**src/rtl/regfile_sb.sv**
```systemverilog
// Register file with two combinational read ports, write-to-read bypass and a
// per-register pending-write scoreboard. Define REGFILE_DEBUG_PORT_EN for a bypass-free debug read port.
module regfile_sb #(
  parameter int DW = 32,
  parameter int AW = 5,
  parameter int CW = 2
) (
  input  logic          clk,
  input  logic          rst_n,
  input  logic [AW-1:0] ra1,
  input  logic [AW-1:0] ra2,
  output logic [DW-1:0] rd1,
  output logic [DW-1:0] rd2,
  output logic          busy1,
  output logic          busy2,
  input  logic          iss_valid,
  input  logic [AW-1:0] iss_addr,
  output logic          iss_ready,
  input  logic          we,
  input  logic [AW-1:0] wa,
  input  logic [DW-1:0] wd,
`ifdef REGFILE_DEBUG_PORT_EN
  input  logic [AW-1:0] dbg_sel,
  output logic [DW-1:0] dbg_data,
  output logic          dbg_busy,
`endif
  output logic          err
);

  localparam int DEPTH = 1 << AW;

  logic [DEPTH-1:0][DW-1:0] rf;
  logic [DEPTH-1:0][CW-1:0] cnt;
  logic [DEPTH-1:0]         inc, dec;
  logic                     wnz, ret, alloc;

  always_comb begin
    wnz       = (wa != '0);
    ret       = we && wnz && (cnt[wa] != '0);
    // A full counter can still accept an allocation when the same register retires this cycle.
    iss_ready = (iss_addr == '0) || (cnt[iss_addr] != '1) || (ret && (wa == iss_addr));
    alloc     = iss_valid && iss_ready && (iss_addr != '0);
    inc       = '0;
    dec       = '0;
    if (alloc) inc[iss_addr] = 1'b1;
    if (ret)   dec[wa]       = 1'b1;
  end

  always_comb begin
    rd1 = '0;
    rd2 = '0;
    if (ra1 != '0) rd1 = (we && wa == ra1) ? wd : rf[ra1];
    if (ra2 != '0) rd2 = (we && wa == ra2) ? wd : rf[ra2];
  end

  // Busy reflects the count after this cycle's retirement, so a last retire reads as free + bypassed.
  assign busy1 = (ra1 != '0) && ((cnt[ra1] - CW'(ret && (wa == ra1))) != '0);
  assign busy2 = (ra2 != '0) && ((cnt[ra2] - CW'(ret && (wa == ra2))) != '0);

`ifdef REGFILE_DEBUG_PORT_EN
  assign dbg_data = (dbg_sel == '0) ? '0 : rf[dbg_sel];
  assign dbg_busy = (cnt[dbg_sel] != '0);
`endif

  always_ff @(posedge clk or negedge rst_n) begin
    if (!rst_n) begin
      rf  <= '0;
      cnt <= '0;
      err <= 1'b0;
    end else begin
      if (we && wnz) rf[wa] <= wd;
      if (we && wnz && (cnt[wa] == '0)) err <= 1'b1;
      for (int r = 1; r < DEPTH; r++) begin
        if (inc[r] && !dec[r])      cnt[r] <= cnt[r] + CW'(1);
        else if (dec[r] && !inc[r]) cnt[r] <= cnt[r] - CW'(1);
      end
    end
  end

endmodule

```
**config.mk**
```make
export PLATFORM = sky130hd
export DESIGN_NAME = regfile_sb
export DESIGN_NICKNAME = d
export VERILOG_FILES = /design/src/rtl/regfile_sb.sv
export SDC_FILE = /design/constraint.sdc
export NUM_CORES = 2
export LEC_CHECK = 0
export BUFFER_PORTS_ARGS = -buffer_cell sky130_fd_sc_hd__buf_2
export CORE_UTILIZATION = 30
export DETAILED_ROUTE_END_ITERATION = 16
export GPL_TIMING_DRIVEN = 0
export MAX_ROUTING_LAYER = met4
export PLACE_DENSITY_LB_ADDON = 0.08
export SKIP_CTS_REPAIR_TIMING = 1
export SLEW_MARGIN = 25
export SYNTH_ARGS = -nofsm -noshare
export SYNTH_HDL_FRONTEND = slang
export SYNTH_SLANG_ARGS = --single-unit
```
**constraint.sdc**
```tcl
create_clock -name clk -period 3.65 [get_ports clk]
set_input_delay 0.5475 -clock clk [delete_from_list [all_inputs] [get_ports clk]]
set_output_delay 0.5475 -clock clk [all_outputs]
set_load 0.005 [all_outputs]
```
# Word-level counts from Yosys, hierarchy flattened
# Index checks and enable logic that the tools add are counted.
# word_totals
regBits,1087
latchBits,0
ram_bits,0
mem_bits_ro,0
inputBits,56
mem_count,0
# op_classes
add_sub_neg,64
n_mul,0
div,0
order_cmp,6
n_eq_ne,4
shift,0
mux,87
n_bitwise,0
reduce_logical,180
# op_table
cell,count
$bwmux 1024,1
$bmux 32 s5,2
$mux 32,9
$demux 32 s5,1
$mux 2,66
$logic_and 1x1->1,76
$reduce_bool 2->1,34
$add 2x1->2 const B,31
$logic_not 1->1,62
$sub 2x1->2 const B,31
$bmux 2 s5,4
$lt 5x6->1 const B,4
$reduce_bool 5->1,4
$eq 5x5->1,3
$demux 1 s5,2
$ge 5x1->1 const B,2
$logic_not 5->1,1
$sub 2x1->2,2
$logic_not 2->1,1
$logic_or 1x1->1,2
$mux 1,2
$ne 2x2->1 const B,1

# Depth between registers and ports, before layout
# depth
ltp_word,13
ltp_mapped,14

# Worst setup path after synthesis
# Ideal clock, no wire load.
# synth_path
path_type,input port to output port
from,in ra1[0]
to,out busy1
arrival_ns,2.363
path_slack_ns,0.740
cell_stages,7
path_buffers,3
cell_sequence,buf_2 -> buf_4 -> buf_2 -> mux4_2 -> mux4_2 -> mux2i_1 -> o21ai_1
# synth_via
elab_chain_cells,5
word_cells_on_any_way,8
classes_between,add/sub: 1; eq/ne: 1; mux: 2; reduce/logical: 4
# synth_rtl
element,line_no,text
start: declaration,10,"input logic [AW-1:0] ra1,"
$bmux 2 s5 or $eq 5x5->1 (tied branches),57,assign busy1 = (ra1 != '0) && ((cnt[ra1] - CW'(ret && (wa == ra1))) != '0);
$mux 2 (implied by the code) or $logic_and 1x1->1 (tied branches),57,
$sub 2x1->2,57,
$reduce_bool 2->1,57,
$logic_and 1x1->1 *,57,
end: declaration,14,"output logic busy1,"
# Every way passes the cells marked *; elsewhere a longest branch is shown, timed or not. The select of a mux whose other input is x is not followed.

# Final worst setup path
# layout_path
from,in ra1[1]
to,out rd1[1]
# layout_via
elab_chain_cells,4
word_cells_on_any_way,7
classes_between,eq/ne: 1; mux: 4; reduce/logical: 2
# layout_rtl
element,line_no,text
$bmux 32 s5 or $eq 5x5->1 (tied branches),52,if (ra1 != '0) rd1 = (we && wa == ra1) ? wd : rf[ra1];
$mux 32 (implied by the code) or $logic_and 1x1->1 (tied branches),52,
$mux 32,52,
$mux 32 *,52,
end: declaration,12,"output logic [DW-1:0] rd1,"
# Marks and branches as above.

==> flow_metrics.py <==
metrics = {
    "logic_synthesis": {
        "synthXorXnorAreaFrac": 0.0156,
        "synth_most_common_cell": "dfrtp_1",
        "synth_compound_area_frac": 0.0164,
        "yosys.area.top_type": "dfrtp_1",
        "ys_ff_latch": 1087,
        "netlist.area_leader.share": 0.449,
        "synth_top_family_by_area": "multiplexers",
        "synth_common_cells": "dfrtp_1, mux2_2, mux4_2, clkbuf_1",
        "synth_async_sr_flop_share": 1.00,
        "ys_types": 52,
        "synth_mux_area_frac": 0.449,
        "synth-simple-area-share": 0.0278,
        "avgSynthCellArea_um2": 15.3,
        "synth_warnings": 2,
        "synthTopCellsByArea": "dfrtp_1, mux4_2, mux2_2",
        "synth-edff-count": 0,
        "seq_area_frac_synth": 0.449,
        "syn_nets": 4038,
        "syn_area_um2": 60600,
        "synth_flop_cell": "dfrtp_1",
        "synthAdderAreaFrac": 0.00640,
        "synthCells": 3951,
    },
    "floorplanning": {
        "core-area_um2": 200000,
        "start_util": 0.303,
        "die_y_um": 451,
        "ios": 124,
        "dieArea_um2": 204000,
        "rows": 164,
        "die_w_um": 451,
    },
    "worst_setup_path": {
        "required_ns": 3.10,
        "startpoint_type": "input port",
        "critPathTopFamily": "buffers and inverters",
        "crit_arrival_ns": 3.43,
        "slowest_delay_ns": 0.56,
        "reg2regPathDepth": 12,
        "crit_type": "input port to primary output",
        "critPathMaxFanout": 10,
        "path_cells": "clkbuf_4 -> clkbuf_4 -> clkbuf_4 -> mux4_2 -> mux4_2 -> o21ai_1 -> a211oi_2 -> buf_2",
        "cp.depth": 8,
        "crit_path_top_delay_cell": "mux4_2",
        "worstSetupEndpointType": "primary output",
        "cpMostUsedCell": "clkbuf_4",
        "path_buf_inv": 4,
    },
    "grt": {
        "grt.overflow.total": 0,
        "antenna_found_initial": 35,
        "grt_max_degree": 114,
        "grt_pass1_wl_um": 384000,
        "grt_usage": 0.289,
        "first_global_vias": 40900,
    },
    "route": {
        "ant_nets": 0,
        "drtIter0Drc": 4491,
        "post_drt_via_cell_ratio": 5.85,
        "drt_pass1_iterations": 11,
        "post_drt_wl_per_cell_um": 40.7,
        "drc_errors": 2,
        "vias": 41100,
        "wirelength_um": 286000,
    },
    "worst_hold_path": {
        "hold_depth": 2,
        "worstHoldPathType": "input port to register",
    },
    "layout": {
        "seq_area_um2": 27200,
        "areaGrowthSynthToFinish_pct": 17.9,
        "drive_above_1_share": 0.559,
        "final_cell_area_um2": 71400,
        "nFillCells": 19200,
        "multi_input_area_um2": 31800,
        "nNetsFinal": 4336,
    },
    "sta": {
        "grt_setup_unrepaired": "true",
        "final.period_utilization": 1.09,
        "min_period_ns": 3.98,
        "final.setup_skew_ns": 0.0168,
        "hold_violations": 0,
        "finalWorstSetupSlack_ns": -0.326,
        "max-slew-margin-rel": 0.285,
        "setup_viol": 48,
        "worst_slew_pin_slew_ns": 1.07,
        "slew_violations": 0,
        "fmax_mhz": 252,
        "setup_tns_ns": -4.82,
    },
    "clocking": {
        "insertion_delay_ns": 0.80,
        "cts_tree": "done",
        "cts_sinks": 1087,
        "clkTransAtPathRegs_ns": 0.06,
        "cts_max_level": 4,
        "clk_path_buf_depth": 3,
        "cts_buffers": 138,
        "cts_root_buf": "clkbuf_16",
    },
    "status": {
        "violations": "DRC, setup timing",
        "outcome": "complete, but fails checks",
    },
    "placed_design": {
        "post-dp-hpwl_um": 213000,
        "io_buffers": 112,
        "place_area_um2": 65400,
        "gp_congestion": 1.01,
        "pre_cts_ws_ns": -1.59,
    },
    "pwr": {
        "power_mw": 41.8,
        "powerDensity_nw_per_um2": 585,
        "power.leakage_nw": 30.0,
        "vdd_drop_max_v": 0.000535,
    },
    "flow_run": {
        "cap_violations": 0,
    },
}
[path summary, 6_finish.rpt]
path                                     start  slack [ns]                  end
max in group asynchronous                rst_n        0.66   rf[36]$_DFFE_PN0P_
setup / recovery                        ra1[1]       -0.33               rd1[1]
setup reg to reg           cnt[20]$_DFFE_PN0P_        0.27  cnt[49]$_DFFE_PN0P_
hold / removal                           wd[4]        0.07  rf[452]$_DFFE_PN0P_
min in group asynchronous                rst_n        0.25  rf[890]$_DFFE_PN0P_
hold reg to reg              rf[5]$_DFFE_PN0P_        0.47    rf[5]$_DFFE_PN0P_
[layout make-up]
class,instances,area share
repair buffers,158,0.0215
diodes,17,0.000596
inverters,2,0.000105
flip-flops and latches,1087,0.381
multi-input cells,2412,0.446
clock buffers,216,0.0591
clock inverters,25,0.00398
well taps,2656,0.0465
plain buffers,450,0.0412
[worst register-to-register path, cell delays in order (launching register included)]
cell and delay [ns]:
dfrtp_1 0.48, nor2_1 0.09, mux4_2 0.47, nor4b_1 0.33, nor3_2 0.12, nand3_4 0.12
buf_4 0.15, clkbuf_1 0.65, nand2_1 0.21, ha_1 0.27, xor2_1 0.14, nor2_1 0.12
xor2_1 0.15
[power by group]
| part | internal, mW | leakage (nW) | total [mW] | switching, mW |
|---|---|---|---|---|
| sequential | 14.6 | 13.9 | 16.9 | 2.37 |
| clock | 8.21 | 2.22 | 14.0 | 5.80 |
| combinational | 5.73 | 13.9 | 10.9 | 5.13 |
| total | 28.5 | 30.0 | 41.8 | 13.3 |
[metal layers]
metal / wire length, µm / share of wire / global-route usage
met1: 127000 / 0.44 / 0.400
met2: 126000 / 0.44 / 0.415
met3: 18900 / 0.066 / 0.0480
met4: 14100 / 0.049 / 0.129
met5: 0 / 0 / -
[through the flow]
stage | std cells | hold WS [ns] | util
final | 7023 | 0.0656 | 0.357
after detailed placement | 6754 | 0.464 | 0.327
after CTS | 6995 | -0.391 | 0.350
after global placement | 6719 | 0.455 | 0.322
after global routing | 7013 | 0.0683 | 0.357
after floorplan | 3951 | 0.252 | -
[registers in the layout, indices dropped and copies added (netlist names)]
signal	cells
rf	1024
cnt	62
err	1
[cell families (layout without fill, tap and decap cells)]
kind of cell	after synthesis	count (layout)
muxes	1766	1766
DFF	1087	1087
buffers and inverters	452	851
and+or+nand+nor	363	363
AOI/OAI and AO/OA	144	144
xor gates and xnor gates	108	108
adders and majority gates	31	31
other	0	17
[layout by cell type (no fill, tap or decap), types with 32 or more instances in the layout]
cell,n
clkbuf_2,35
clkbuf_4,33
nor2_1,154
xnor2_1,40
buf_4,45
clkbuf_8,37
clkbuf_16,143
buf_12,32
xor2_1,68
clkbuf_1,185
buf_6,35
a211oi_1,43
buf_2,223
mux4_2,661
mux2_2,1011
mux2i_1,78
dfrtp_1,1083
nor3_1,38
nand2_1,56
(Power assumes the default switching activity.)
